[config.mk]
export PLATFORM = sky130hd
export DESIGN_NAME = audio_frame_pacer_flat
export DESIGN_NICKNAME = d
export VERILOG_FILES = /design/src/rtl/audio_frame_pacer_if.sv /design/src/rtl/audio_frame_pacer.sv /design/src/flat_wrapper.sv
export SDC_FILE = /design/constraint.sdc
export NUM_CORES = 1
export LEC_CHECK = 0
export BUFFER_PORTS_ARGS = -buffer_cell sky130_fd_sc_hd__buf_2
export CORE_MARGIN = 5
export CORE_UTILIZATION = 62
export CTS_CLUSTER_SIZE = 24
export DETAILED_ROUTE_END_ITERATION = 6
export GPL_ROUTABILITY_DRIVEN = 0
export PLACE_DENSITY = 0.91
export SKIP_CTS_REPAIR_TIMING = 1
export SLEW_MARGIN = 20
export SYNTH_ARGS = -nofsm -noshare
export SYNTH_HDL_FRONTEND = slang
export SYNTH_SLANG_ARGS = --single-unit
[constraint.sdc]
create_clock -name clk -period 12.9 [get_ports clk]
set_input_delay 2.58 -clock clk [delete_from_list [all_inputs] [get_ports clk]]
set_output_delay 2.58 -clock clk [all_outputs]
set_load 0.05 [all_outputs]
[src/rtl/audio_frame_pacer_if.sv]
`default_nettype none
// ------------------------------------------------------------------
// audio_frame_pacer_if : DSP-side and audio-core-side frame handshakes
// Rev 1.0
// ------------------------------------------------------------------
interface audio_frame_pacer_if #(
  parameter int DATA_W = 24
);
  logic              in_valid;
  logic              in_ready;
  logic [DATA_W-1:0] in_left;
  logic [DATA_W-1:0] in_right;
  logic              out_valid;
  logic              out_ready;
  logic [DATA_W-1:0] out_left;
  logic [DATA_W-1:0] out_right;

  modport master (
    output in_valid, in_left, in_right, out_ready,
    input  in_ready, out_valid, out_left, out_right
  );

  modport slave (
    input  in_valid, in_left, in_right, out_ready,
    output in_ready, out_valid, out_left, out_right
  );
endinterface
`default_nettype wire

[src/rtl/audio_frame_pacer.sv]
`default_nettype none
// ------------------------------------------------------------------
// audio_frame_pacer : stereo frame FIFO released one frame per sample tick
// Rev 1.0
// ------------------------------------------------------------------
module audio_frame_pacer #(
  parameter int DATA_W     = 24,
  parameter int DEPTH_LOG2 = 4,
  parameter int DIV        = 1042
) (
  input  wire logic              clk,
  input  wire logic              reset_n,
  input  wire logic              enable,
  audio_frame_pacer_if.slave     bus,
  output logic [DEPTH_LOG2:0]    level,
  output logic [15:0]            underrun_count
);

  localparam int                  DEPTH      = 1 << DEPTH_LOG2;
  localparam int                  CNT_W      = (DIV > 1) ? $clog2(DIV) : 1;
  localparam logic [CNT_W-1:0]    CNT_LAST   = CNT_W'(DIV - 1);
  localparam logic [DEPTH_LOG2:0] LEVEL_FULL = (DEPTH_LOG2 + 1)'(DEPTH);

  logic [CNT_W-1:0]      div_cnt_q,   div_cnt_d;
  logic [DEPTH_LOG2-1:0] wr_ptr_q,    wr_ptr_d;
  logic [DEPTH_LOG2-1:0] rd_ptr_q,    rd_ptr_d;
  logic [DEPTH_LOG2:0]   level_q,     level_d;
  logic                  out_valid_q, out_valid_d;
  logic [DATA_W-1:0]     out_left_q,  out_left_d;
  logic [DATA_W-1:0]     out_right_q, out_right_d;
  logic [15:0]           underrun_q,  underrun_d;

  logic [2*DATA_W-1:0]   mem_q [DEPTH];

  logic tick;
  logic wr_en;
  logic pop;
  logic out_free;
  logic fifo_empty;

  assign tick       = enable && (div_cnt_q == CNT_LAST);
  assign fifo_empty = (level_q == '0);
  assign out_free   = !out_valid_q || bus.out_ready;
  // Full is judged on the registered level only, so a same-cycle pop never frees a slot early.
  assign bus.in_ready = (level_q != LEVEL_FULL);
  assign wr_en      = bus.in_valid && bus.in_ready;
  assign pop        = tick && out_free && !fifo_empty;

  always_comb begin
    div_cnt_d   = div_cnt_q;
    wr_ptr_d    = wr_ptr_q;
    rd_ptr_d    = rd_ptr_q;
    level_d     = level_q;
    out_valid_d = out_valid_q;
    out_left_d  = out_left_q;
    out_right_d = out_right_q;
    underrun_d  = underrun_q;

    if (enable) begin
      div_cnt_d = tick ? '0 : div_cnt_q + 1'b1;
    end

    if (wr_en) begin
      wr_ptr_d = wr_ptr_q + 1'b1;
    end
    if (pop) begin
      rd_ptr_d = rd_ptr_q + 1'b1;
    end

    case ({wr_en, pop})
      2'b10:   level_d = level_q + 1'b1;
      2'b01:   level_d = level_q - 1'b1;
      default: level_d = level_q;
    endcase

    // A tick that finds the output register occupied is simply dropped.
    if (tick && out_free) begin
      out_valid_d = 1'b1;
      if (fifo_empty) begin
        out_left_d  = '0;
        out_right_d = '0;
        if (underrun_q != 16'hFFFF) begin
          underrun_d = underrun_q + 16'd1;
        end
      end else begin
        {out_left_d, out_right_d} = mem_q[rd_ptr_q];
      end
    end else if (out_valid_q && bus.out_ready) begin
      out_valid_d = 1'b0;
    end
  end

  always_ff @(posedge clk or negedge reset_n) begin
    if (!reset_n) begin
      div_cnt_q   <= '0;
      wr_ptr_q    <= '0;
      rd_ptr_q    <= '0;
      level_q     <= '0;
      out_valid_q <= 1'b0;
      out_left_q  <= '0;
      out_right_q <= '0;
      underrun_q  <= '0;
    end else begin
      div_cnt_q   <= div_cnt_d;
      wr_ptr_q    <= wr_ptr_d;
      rd_ptr_q    <= rd_ptr_d;
      level_q     <= level_d;
      out_valid_q <= out_valid_d;
      out_left_q  <= out_left_d;
      out_right_q <= out_right_d;
      underrun_q  <= underrun_d;
    end
  end

  // Frame storage needs no reset: occupancy is tracked by the pointers and level.
  always_ff @(posedge clk) begin
    if (wr_en) begin
      mem_q[wr_ptr_q] <= {bus.in_left, bus.in_right};
    end
  end

  assign bus.out_valid  = out_valid_q;
  assign bus.out_left   = out_left_q;
  assign bus.out_right  = out_right_q;
  assign level          = level_q;
  assign underrun_count = underrun_q;

endmodule
`default_nettype wire
[src/flat_wrapper.sv]
// flat-port wrapper written by rule: the top's interface ports become plain ports
module audio_frame_pacer_flat 
#(
  parameter int DATA_W     = 24,
  parameter int DEPTH_LOG2 = 4,
  parameter int DIV        = 1042
)
  (clk, reset_n, enable, level, underrun_count, bus_in_valid, bus_in_left, bus_in_right, bus_out_ready, bus_in_ready, bus_out_valid, bus_out_left, bus_out_right);
  audio_frame_pacer_if #(.DATA_W(DATA_W)) bus_i ();
  input  wire logic clk;
  input  wire logic reset_n;
  input  wire logic enable;
  output logic [DEPTH_LOG2:0] level;
  output logic [15:0] underrun_count;
  input wire logic [$bits(bus_i.in_valid)-1:0] bus_in_valid;
  input wire logic [$bits(bus_i.in_left)-1:0] bus_in_left;
  input wire logic [$bits(bus_i.in_right)-1:0] bus_in_right;
  input wire logic [$bits(bus_i.out_ready)-1:0] bus_out_ready;
  output wire logic [$bits(bus_i.in_ready)-1:0] bus_in_ready;
  output wire logic [$bits(bus_i.out_valid)-1:0] bus_out_valid;
  output wire logic [$bits(bus_i.out_left)-1:0] bus_out_left;
  output wire logic [$bits(bus_i.out_right)-1:0] bus_out_right;
  assign bus_i.in_valid = bus_in_valid;
  assign bus_i.in_left = bus_in_left;
  assign bus_i.in_right = bus_in_right;
  assign bus_i.out_ready = bus_out_ready;
  assign bus_in_ready = bus_i.in_ready;
  assign bus_out_valid = bus_i.out_valid;
  assign bus_out_left = bus_i.out_left;
  assign bus_out_right = bus_i.out_right;
  audio_frame_pacer #(.DATA_W(DATA_W), .DEPTH_LOG2(DEPTH_LOG2), .DIV(DIV)) u_core (.clk(clk), .reset_n(reset_n), .enable(enable), .bus(bus_i), .level(level), .underrun_count(underrun_count));
endmodule
# ---- After elaboration in Yosys (flattened, before gate mapping)
# Memories as Yosys holds them, arrays and structs flattened.
# Index checks and enable logic that the tools add are counted.
dict set report totals {
  ff_bits 89
  mem_bits_rw 768
  elab_cells 40
  memories 1
}
dict set report op_classes {
  n_addsub 6
  eq_ne 5
  mux 8
  n_reduce_logical 12
}
# name words width rd rd_clocked_by_memory_dff write_ports line
set mem_list {}
lappend mem_list {u_core.mem_q 16 48 1 0 1 audio_frame_pacer.sv:33} ;# logic [2*DATA_W-1:0] mem_q [DEPTH];
# operator n
set op_table {}
lappend op_table {{24-bit two-way mux} 2}
lappend op_table {{16-bit by 1-bit adder with 16-bit output, second input constant} 1}
lappend op_table {{16-bit != test, second input constant} 1}
lappend op_table {{11-bit by 1-bit adder with 11-bit output, second input constant} 1}
lappend op_table {{11-bit == test, second input constant} 1}
lappend op_table {{11-bit two-way mux} 1}
lappend op_table {{5-bit one-hot mux with 2 select lines} 1}
lappend op_table {{4-bit by 1-bit adder with 4-bit output, second input constant} 2}
lappend op_table {{5-bit by 1-bit adder with 5-bit output, second input constant} 1}
lappend op_table {{1-bit logical AND} 5}
lappend op_table {{5-bit zero test} 1}
lappend op_table {{5-bit != test, second input constant} 1}
lappend op_table {{5-bit by 1-bit subtractor with 5-bit output, second input constant} 1}
lappend op_table {{1-bit two-way mux} 4}
lappend op_table {{2-bit nonzero test} 2}
lappend op_table {{3-bit AND reduction} 1}
lappend op_table {{2-bit by 1-bit == test with 1-bit output, second input constant} 1}
lappend op_table {{2-bit == test, second input constant} 1}
lappend op_table {{1-bit zero test} 2}
lappend op_table {{1-bit logical OR} 1}

# ---- Logic depth before layout (Yosys ltp)
dict set report logic_depth {
  depth_word 6
  mapped_depth 15
  ltp_nobuf 13
}

# ---- Least setup slack after synthesis
# No wires, ideal clock.
dict set report synth_timing {
  path_type {input to register}
  start {input port bus_in_valid}
  end {memory u_core.mem_q[3][0] (netlist bit) (enable)}
  setup_ns 0.513
  arrival_ns 6.403
  t_required_ns 12.387
  slack_ns 5.985
  path_stages 4
  cell_sequence {and2_1 clkbuf_1 nand2_1 nor3_1}
}
dict set report synth_via {
  elab_chain_cells 3
}
# item line
set synth_rtl {}
lappend synth_rtl {{start: declaration} flat_wrapper.sv:15} ;# input wire logic [$bits(bus_i.in_valid)-1:0] bus_in_valid;
lappend synth_rtl {{1-bit logical AND} audio_frame_pacer.sv:46} ;# assign wr_en = bus.in_valid && bus.in_ready;
lappend synth_rtl {{1-bit two-way mux} audio_frame_pacer.sv:117} ;# if (wr_en) begin
lappend synth_rtl {{1-bit two-way mux (implied by the code)} audio_frame_pacer.sv:118} ;# mem_q[wr_ptr_q] <= {bus.in_left, bus.in_right};
lappend synth_rtl {{end: declaration} audio_frame_pacer.sv:33}
# No other way between the ends.

# ---- Worst setup path in the final report
dict set report layout_timing {
  start {input port enable}
  end {register u_core.level_q[4] (netlist: u_core.level[4])}
}
dict set report layout_via {
  elab_chain_cells 5
}
# item line
set layout_rtl {}
lappend layout_rtl {{start: declaration} flat_wrapper.sv:12} ;# input wire logic enable;
lappend layout_rtl {{1-bit logical AND *} audio_frame_pacer.sv:41} ;# assign tick = enable && (div_cnt_q == CNT_LAST);
lappend layout_rtl {{1-bit logical AND * (2 in a row)} audio_frame_pacer.sv:47} ;# assign pop = tick && out_free && !fifo_empty;
lappend layout_rtl {{via u_core.pop} audio_frame_pacer.sv:37} ;# logic pop;
lappend layout_rtl {{2-bit by 1-bit == test with 1-bit output / 2-bit == test (equally long branches)} audio_frame_pacer.sv:70} ;# case ({wr_en, pop})
lappend layout_rtl {{5-bit one-hot mux with 2 select lines / 2-bit nonzero test (equally long branches)} --}
lappend layout_rtl {{end signal: assignment} audio_frame_pacer.sv:107} ;# level_q <= level_d;
lappend layout_rtl {{end: declaration} audio_frame_pacer.sv:27} ;# logic [DEPTH_LOG2:0] level_q, level_d;
# The timed path passes the listed nets; every way through them passes the cells marked *.
# A chain may end at the register's enable or synchronous reset.

==> qor.yml <==
worst_setup_path:
  startpoint: "enable"
  rr_worst_depth: 14
  r2r_start: "u_core.div_cnt_q[1]"
  worst-path-max-fanout: 53
  crit_type: "input pin to register"
  startpoint_type: "input pin"
  arrival_ns: 5.72
  cp-end-kind: "register"
  required_ns: 13.46
place:
  place_area_um2: 34200
  place_ws_ns: 7.21
  port_buffers: 123
  dp_hpwl_mm: 39.6
routing:
  drtIter0Drc: 2232
  drc_errors: 0
  vias_per_cell: 6.93
  postRouteAntennaNets: 0
  wl_met2_mm: 41.2
  dr.pass1.iters: 5
  drt_wl_total_mm: 80.0
  wl_met1_mm: 27.8
  met3WireLength_mm: 7.56
  routed.top_layer: "met5"
  wire_per_inst_um: 33.2
  num_vias: 16691
final_layout:
  multi_input_area_um2: 7200
  layout_commonest_cell: "edfxtp_1"
  post-route-util_pct: 70.7
  layout_common_cells: "edfxtp_1, mux4_2, buf_2"
  areaGrowthSynthToFinish_pct: 13.1
  finalInstanceArea_um2: 37100
  nFillCells: 2825
  final-seq-area_um2: 25300
  drive_above_1_share_pct: 32.0
  nets: 1710
global_routing:
  antenna_found_initial: 8
  overflow: 0
  grt_pass1_wl_mm: 117
  grt_start_max_net_pins: 108
  grt_pass1_vias: 17413
  track_usage_pct: 28.1
sta:
  max-slew-margin-rel_pct: 24.1
  min_period_over_period_pct: 40.0
  grt_setup_unrepaired: "false"
  drv_slew: 0
  fin_skew_ns: 0.0261
  worst_pin_slew_ns: 1.14
  fmax_mhz: 194
  final.setup.worst_slack_ns: 7.74
  setup_tns_ns: 0
  min_period_ns: 5.16
  hold_viol: 0
  finalSetupViolCount: 0
logic_synthesis:
  synthArstFlopShare_pct: 10.4
  ys_types: 39
  syn_area_per_cell_um2: 22.1
  synth_edf_count: 768
  synth_fp_nets: 1549
  ys_seq_area_share_pct: 77.2
  synth.area.top_cells: "edfxtp_1, mux4_2, dfrtp_1, mux2_2, mux2i_1"
  synth_top_area_cell: "edfxtp_1"
  synthFlopType: "edfxtp_1"
  synth_cells: 1485
  syn-cell-area_um2: 32800
  yosysWarningCount: 0
  synth_seq_cells: 857
  yosysTopAreaCellShare_pct: 70.4
die:
  initial_core_util_pct: 62.5
  io_pins: 124
  coreArea_um2: 52400
  rows: 84
  die_w_um: 240
  die_y_um: 240
  dieArea_um2: 57500
hold_path:
  hold_start: "u_core.underrun_count[5]"
  hold_path_depth: 1
  hold_class: "register to register"
clock_tree:
  cts_buffer_depth: 3
  root_buffer: "clkbuf_16"
  clk_pin_slew_ns: 0.06
  cts_tree: "done"
  cts.sinks: 857
  insertion_delay_ns: 0.65
  h-tree-depth: 3
  numCtsBuffers: 82
power:
  power_density_nw_per_um2: 174
  ir_drop_mv: 0.125
  power_w: 0.00643
  leakage_nw: 12.1
job:
  drv_cap: 0
run_status:
  status: "complete, no violations"
[kinds of logic after synthesis]
logic type                 synth area share [%]
DFF                                        77.2
muxes                                      16.5
AOI/OAI and AO/OA                          2.11
and+or+nand+nor                            1.71
buffers and inverters                      1.18
xor gates and xnor gates                  0.909
adders and majority gates                 0.420
[cell type report]
cell class,instances,area share [%]
diodes,4,0.0270
clock buffers,123,6.37
clock inverters,30,1.13
inverters,5,0.0506
multi-input cells,547,19.4
flip-flops and latches,857,68.3
well taps,688,2.32
repair buffers,153,2.37
[path summary, 6_finish.rpt]
kind,to,slack [ns]
max in group asynchronous,u_core.rd_ptr_q[3],9.86
worst max register to register,u_core.level[4],9.20
worst min-delay path,u_core.underrun_count[5],0.50
min in group asynchronous,u_core.bus.out_right[20],1.85
worst max-delay path,u_core.level[4],7.74
worst min register to register,u_core.underrun_count[5],0.50
[power breakdown]
| part | switching [W] | total (W) | internal (W) |
|---|---|---|---|
| logic | 0.000369 | 0.000515 | 0.000147 |
| clock network | 0.00105 | 0.00251 | 0.00146 |
| registers | 0.000111 | 0.00341 | 0.00330 |
| total | 0.00153 | 0.00643 | 0.00490 |
[registers in the layout (all words and copies together) (netlist names)]
register and cells:
u_core.div_cnt_q 11, u_core.wr_ptr_q 4, u_core.mem_q 768, u_core.bus.out_left 24, u_core.rd_ptr_q 4, u_core.bus.out_valid 1, u_core.underrun_count 16, u_core.level 5
u_core.bus.out_right 24
[Yosys cell counts (2+ instances only)]
cell and count:
a21o_1 3, a22oi_1 49, and3_1 13, buf_1 13
buf_2 23, buf_4 6, buf_6 4, clkbuf_1 30
dfrtp_1 89, edfxtp_1 768, ha_1 11, inv_1 5
mux2_2 53, mux2i_1 48, mux4_2 192, nand2_1 24
nand2b_1 8, nand3_1 6, nand4_1 12, nor2_1 24
nor2b_1 2, nor3_1 4, o21ai_0 41, o21ai_1 10
xnor2_1 22, xor2_1 12
[routing by layer]
| layer | vias up | track usage (%) |
|---|---|---|
| met2 | 1207 | 46.8 |
| met3 | 222 | 5.52 |
| li1 | 6495 | - |
| met4 | 8 | 11.4 |
| met5 | - | 0 |
| met1 | 8759 | 37.6 |
[per-stage QoR]
step | cells | hold slack (ns)
5_1_grt | 2406 | 0.519
3_5_place_dp | 2249 | 0.483
6_report | 2407 | 0.499
3_3_place_gp | 2249 | 0.479
2_1_floorplan | 1485 | 0.477
4_1_cts | 2402 | 0.497
[critical path, cell delays in order]
cell	delay (ns)
buf_2	0.14
and4bb_2	0.28
nand4_4	0.08
buf_4	0.76
nor2_1	0.29
ha_1	0.41
xor2_1	0.19
ha_1	0.25
inv_1	0.08
o21ai_0	0.10
a21o_1	0.21
a31oi_1	0.16
xor2_1	0.17
No activity file was read; power rests on OpenSTA's default activity.
